`config.mk`:
```
export PLATFORM = sky130hd
export DESIGN_NAME = fft_frame_sched
export DESIGN_NICKNAME = d
export VERILOG_FILES = /design/src/rtl/fft_frame_sched.sv
export SDC_FILE = /design/constraint.sdc
export NUM_CORES = 1
export LEC_CHECK = 0
export ABC_AREA = 1
export CORE_MARGIN = 1.5
export CORE_UTILIZATION = 45
export CTS_BUF_LIST = sky130_fd_sc_hd__clkbuf_8 sky130_fd_sc_hd__clkbuf_16
export CTS_CLUSTER_DIAMETER = 100
export DETAILED_ROUTE_END_ITERATION = 8
export PLACE_DENSITY_LB_ADDON = 0.3
export SKIP_CTS_REPAIR_TIMING = 1
export SLEW_MARGIN = 10
export SYNTH_ARGS = -nofsm -noshare
export SYNTH_HDL_FRONTEND = slang
export SYNTH_SLANG_ARGS = --single-unit
```
`constraint.sdc`:
```
create_clock -name iclk -period 4.9 [get_ports iclk]
set_input_delay 0.98 -clock iclk [delete_from_list [all_inputs] [get_ports iclk]]
set_output_delay 0.98 -clock iclk [all_outputs]
set_load 0.05 [all_outputs]
```
`src/rtl/fft_frame_sched.sv`:
```
// rtl/fft_frame_sched.sv - frame scheduler around the fft_stageX pipeline: frame issue,
// in-flight cap, inter-frame gaps, output tagging, sequence/timeout checking and abort resync.
module fft_frame_sched #(
   parameter int TOTAL_STAGE  = 10,
   parameter int CPLX_WIDTH   = 32,
   parameter int MAX_INFLIGHT = 2,
   parameter int GAP_CYC      = 4,
   parameter int TIMEOUT      = 4096
) (
   input  logic                   iclk,
   input  logic                   rst,
   input  logic                   enable,
   input  logic                   abort,
   input  logic                   s_valid,
   output logic                   s_ready,
   input  logic [CPLX_WIDTH-1:0]  s_data,
   output logic                   fft_ien,
   output logic [TOTAL_STAGE-1:0] fft_iaddr,
   output logic [CPLX_WIDTH-1:0]  fft_idata,
   input  logic                   fft_oen,
   input  logic [TOTAL_STAGE-1:0] fft_oaddr,
   input  logic [CPLX_WIDTH-1:0]  fft_odata,
   output logic                   m_valid,
   output logic [CPLX_WIDTH-1:0]  m_data,
   output logic [TOTAL_STAGE-1:0] m_index,
   output logic                   m_first,
   output logic                   m_last,
   output logic [2:0]             inflight,
   output logic                   busy,
   output logic                   seq_err,
   output logic                   tmo_err
);
   localparam logic [TOTAL_STAGE-1:0] LAST = {TOTAL_STAGE{1'b1}};
   localparam int TW = $clog2(TIMEOUT + 1);
   localparam int GW = (GAP_CYC > 1) ? $clog2(GAP_CYC) : 1;
   localparam logic [2:0]    MAXF     = 3'(MAX_INFLIGHT);
   localparam logic [TW-1:0] TMO_MAX  = TW'(TIMEOUT);
   localparam logic [TW-1:0] TMO_PREV = TW'(TIMEOUT - 1);
   localparam logic [GW-1:0] GAP_LAST = GW'(GAP_CYC - 1);

   typedef enum logic [1:0] {S_IDLE, S_LOAD, S_GAP} state_t;

   state_t                 r_state, w_next;
   logic [TOTAL_STAGE-1:0] r_icnt, r_ocnt;
   logic [GW-1:0]          r_gap;
   logic [TW-1:0]          r_tmo;
   logic                   r_armed, r_resync;
   logic                   w_start, w_hs, w_issue_done, w_tag, w_out_done;

   // r_armed keeps s_ready low while reset is held and for the first cycle after it
   assign w_start      = enable && r_armed && (inflight < MAXF);
   assign w_hs         = s_valid && s_ready;
   assign w_issue_done = w_hs && (r_icnt == LAST);
   assign w_tag        = fft_oen && (!r_resync || (fft_oaddr == '0));
   assign w_out_done   = w_tag && (fft_oaddr == LAST);
   assign busy         = (r_state != S_IDLE) || (inflight != 3'd0);

   always_comb begin
      w_next  = r_state;
      s_ready = 1'b0;
      case (r_state)
         S_IDLE: begin
            s_ready = w_start;
            if (w_start) w_next = S_LOAD;
         end
         S_LOAD: s_ready = 1'b1;
         S_GAP:  if (r_gap == GAP_LAST) w_next = S_IDLE;
         default: w_next = S_IDLE;
      endcase
      if (w_issue_done) w_next = (GAP_CYC == 0) ? S_IDLE : S_GAP;
   end

   always_ff @(posedge iclk or posedge rst) begin
      if (rst) begin
         r_state <= S_IDLE;
         r_gap   <= '0;
      end else begin
         r_state <= abort ? S_IDLE : w_next;
         r_gap   <= (r_state == S_GAP && !abort) ? r_gap + 1'b1 : '0;
      end
   end

   always_ff @(posedge iclk or posedge rst) begin
      if (rst) begin
         r_armed   <= 1'b0;
         r_resync  <= 1'b0;
         r_icnt    <= '0;
         r_ocnt    <= '0;
         r_tmo     <= '0;
         fft_ien   <= 1'b0;
         fft_iaddr <= '0;
         fft_idata <= '0;
         m_valid   <= 1'b0;
         m_data    <= '0;
         m_index   <= '0;
         m_first   <= 1'b0;
         m_last    <= 1'b0;
         inflight  <= 3'd0;
         seq_err   <= 1'b0;
         tmo_err   <= 1'b0;
      end else if (abort) begin
         // partial frame already in the pipeline is abandoned; outputs wait for a fresh bin 0
         r_resync <= 1'b1;
         r_icnt   <= '0;
         r_ocnt   <= '0;
         r_tmo    <= '0;
         fft_ien  <= 1'b0;
         m_valid  <= 1'b0;
         inflight <= 3'd0;
         seq_err  <= 1'b0;
         tmo_err  <= 1'b0;
      end else begin
         r_armed <= 1'b1;
         fft_ien <= w_hs;
         if (w_hs) begin
            fft_iaddr <= r_icnt;
            fft_idata <= s_data;
            r_icnt    <= r_icnt + 1'b1;
         end

         m_valid <= w_tag;
         if (w_tag) begin
            m_data  <= fft_odata;
            m_index <= fft_oaddr;
            m_first <= (fft_oaddr == '0);
            m_last  <= (fft_oaddr == LAST);
            r_ocnt  <= fft_oaddr + 1'b1;
            if (fft_oaddr != r_ocnt) seq_err <= 1'b1;
            if (fft_oaddr == '0) r_resync <= 1'b0;
         end

         if (w_issue_done && !w_out_done) begin
            inflight <= inflight + 3'd1;
         end else if (w_out_done && !w_issue_done) begin
            if (inflight == 3'd0) seq_err <= 1'b1;
            else inflight <= inflight - 3'd1;
         end

         if (w_out_done || (w_issue_done && inflight == 3'd0)) begin
            r_tmo <= '0;
         end else if (inflight != 3'd0 && r_tmo != TMO_MAX) begin
            r_tmo <= r_tmo + 1'b1;
            if (r_tmo == TMO_PREV) tmo_err <= 1'b1;
         end
      end
   end
endmodule

```
==> results <==
- The kind of start point of the critical path is an input pin.
- Detailed routing placed a total of 7260 um of wire on met2.
- The number of placement rows is 42.
- The vertical die dimension is 119 um.
- 0 antenna diodes ended up in the layout.
- The final weighted congestion in routability-driven placement is 0.849.
- In this run the register-to-register setup slack is 2.52 ns.
- The area overhead of the layout relative to synthesis is 40.0%.
- The post-detailed-route via-to-cell ratio is 4.89.
- For the worst setup path, the data required time is 3.92 ns.
- The gate family responsible for the most delay along the worst path is buffers and inverters.
- The synthesized area per cell is 8.40 um^2.
- STA puts the critical path data arrival time at 2.54 ns.
- Across the VDD grid, the largest voltage drop is 0.315 mV.
- The total setup violations reported at the end of the flow is 0.
- In this run the critical register-to-register path is launched from inflight[2].
- Global routing used 22.0% of the available tracks across all layers.
- The initial cell density of the core is 46.1%.
- The mapped cell area is 6080 um^2.
- The H-tree was split into 4 levels.
- The initial antenna violation count is 0.
- After detailed routing, the wire length on met1 is 6690 um.
- The number of warning messages in the yosys log is 0.
- The highest cell delay on the worst timing path is 0.81 ns.
- The class of the worst hold path is flip-flop to flip-flop.
- By instance count, the cell type seen most on the critical path is sky130_fd_sc_hd__clkdlybuf4s50_1.
- The routed layout has 5321 vias.
- The number of unique standard cell types used by synthesis is 36.
- In this run, synthesis produced a sequential element count of 132.
- The path length in cells of the critical path is 4.
- The number of cells produced by synthesis is 724.
- Together, buffers and inverters on the worst path number 2.
- TritonCTS built the clock tree.
- After detailed routing, the met3 layer carries 547 um of wire.
- The final routed DRC violation total is 0.
- The placeable core region is 13200 um^2.
- The number of hold violations in the final report is 0.
- The tree is rooted in a sky130_fd_sc_hd__clkbuf_16.
- The slowest stage of the critical path is the sky130_fd_sc_hd__clkdlybuf4s50_1 cell.
- The clock insertion delay at the later pin of the skew report is 0.42 ns.
- The number of clock sinks seen by CTS is 132.
- The aggregate negative setup slack is 0 ns.
- During placement, the flow inserted port buffers numbering 174.
- The wire length of the first global-routing pass is 25000 um.
- The pin count of the biggest net entering global routing is 89.
- The routed wire length is 14800 um.
- Along the worst path, the maximum fanout reaches 5.
- The floorplan step defined a die boundary enclosing 14200 um^2.
- The leakage component of the power is 4.05 nW.
- After legalization and detailed placement, the total HPWL measured 10400 um.
- The kind of capture point of the worst setup path is an output pin.
- The total power is 3.71 mW.
- The cell area power density is 435 nW/um^2.
- After layout, the worst path uses 71.9% of the clock period.
- After detailed routing, the average wire length per cell comes to 13.6 um.
- In this run, the number of DRC markers left after iteration 0 of detailed routing was 376.
- The number of cell instances on the worst register-to-register path is 9.
- The total clock buffers created by CTS is 17.
- The sequential fraction of the synthesis area is 54.3%.
- The count of nets left with antenna violations once routing finished came out at 0.
- Cells with a size suffix above 1 make up 7.35% of the layout.
- Traced cell by cell, the critical path runs through clkdlybuf4s50_1, nand4_1, nand2_2, clkdlybuf4s50_1.
- The die is 119 um wide.
- The type of the worst setup path is input pin to output pin.
- Timing would allow up to 0.284 GHz.
- The tool flagged a number of max-cap violations equal to 0.
- The worst register-to-register path ends at fft_iaddr[0].
- The highest layer touched by signal routing is met4.
- The worst-case headroom to the max-slew limit is 46.6%.
- The via count of the first global-routing pass is 5051.
- In the final design database the tool counted 986 nets.
- The longest clock path from root to sink contains 2 buffers.
- The first TritonRoute pass finished after 6 iterations.
- The remaining global-route overflow is 0.
- The time the final worst path needs with I/O delays and setup is 3.52 ns.
- The boundary pin count is 175.
- The start point of the critical path is enable.
- The most critical setup path has its endpoint at s_ready.
- Clock-pin slew was measured on the worst setup and hold paths at 0.05 ns.
- The run finished with clean final reports.
- The slew at the pin closest to its max-slew limit is 0.800 ns.
- The clock arrives with 0.00646 ns of skew.
- Setup repair after global routing left no endpoint under its margin.
- The total count of max-transition violations in the final report is 0.
- The net count after synthesis is 811.
## worst min-delay path by stage
stage	from	to	slack (ns)	cells past startpoint
finish	r_gap[0]	r_gap[0]	0.45	1
global route	r_gap[0]	r_gap[0]	0.46	1
CTS	r_gap[0]	r_gap[0]	0.45	1
detailed placement	r_gap[0]	r_gap[0]	0.44	1
global placement	r_gap[0]	r_gap[0]	0.42	1
floorplan	r_gap[0]	r_gap[0]	0.41	1
## registers in the layout, summed over array words and instances (netlist names), 2 cells and up
| name | cells |
|---|---|
| fft_idata | 32 |
| m_data | 32 |
| r_tmo | 13 |
| fft_iaddr | 10 |
| m_index | 10 |
| r_icnt | 10 |
| r_ocnt | 10 |
| inflight | 3 |
| r_gap | 2 |
| r_state | 2 |
## synth_stat cells, drive strengths merged
library cell | n | share of area [%]
fa | 1 | 0.33
o21ai | 45 | 3.7
nor4 | 2 | 0.21
inv | 52 | 3.2
nand2 | 301 | 19
nor3b | 1 | 0.12
o22ai | 6 | 0.62
ha | 6 | 1.2
or2 | 2 | 0.21
nor3 | 9 | 0.74
a21boi | 1 | 0.31
nor2 | 54 | 4.1
xnor2 | 3 | 0.43
a21oi | 11 | 1.2
o21a | 3 | 0.37
buf | 12 | 1.5
dfrtp | 132 | 54
nand3 | 47 | 4.2
nand4 | 11 | 1.2
o31ai | 2 | 0.25
xor2 | 13 | 1.9
clkbuf | 10 | 0.62
## kinds of logic after synthesis
group / synth area share [%]
buf+inv: 5.33
compound gates: 6.40
flops: 54.3
fa+ha+maj: 1.56
xor+xnor: 2.30
simple gates: 30.1
## where the power goes
group	switching, mW	internal [mW]	total, mW	leakage, nW
registers	0.0847	1.24	1.33	1.74
clock network	0.450	0.742	1.19	0.283
logic	0.803	0.387	1.19	2.03
total	1.34	2.37	3.71	4.05
## final cells by class
class	count	area (um^2)
flip-flops and latches	132	3300
fillers	1134	4680
well taps	176	220
clock buffers	21	480
inverters	52	200
multi-input cells	518	2450
repair buffers	178	1770
clock inverters	11	85.1
## routing by layer
metal | global-route usage (%) | vias to the layer above
li1 | - | 2652
met1 | 29.0 | 2530
met2 | 35.3 | 110
met3 | 5.17 | 29
met4 | 8.66 | 0
met5 | 0 | -
## placed cells by master (no fill, tap or decap), types with 6 or more instances in the layout
master                            Yosys  routed
sky130_fd_sc_hd__nor2_1              46      46
sky130_fd_sc_hd__a21oi_1              9       9
sky130_fd_sc_hd__nand2_1            294     294
sky130_fd_sc_hd__nand4_1             10      10
sky130_fd_sc_hd__inv_1               43      44
sky130_fd_sc_hd__dfrtp_1            132     132
sky130_fd_sc_hd__ha_1                 6       6
sky130_fd_sc_hd__clkdlybuf4s50_1      0     174
sky130_fd_sc_hd__o22ai_1              6       6
sky130_fd_sc_hd__xor2_1              13      13
sky130_fd_sc_hd__nor3_1               9       9
sky130_fd_sc_hd__clkbuf_16            0      17
sky130_fd_sc_hd__nand3_1             44      44
sky130_fd_sc_hd__inv_2                9       9
sky130_fd_sc_hd__o21ai_0             40      40
## per-stage QoR
stage	cells	hold slack [ns]	util [%]	setup slack, ns	cell area [um^2]
floorplan	724	0.410	-	0.394	6080
global placement	1056	0.425	60.3	1.35	7950
detailed placement	1056	0.440	60.3	1.23	7950
CTS	1088	0.447	64.6	1.37	8510
global route	1088	0.464	64.6	1.29	8510
finish	1088	0.449	64.6	1.38	8510
(Power assumes the default switching activity.)
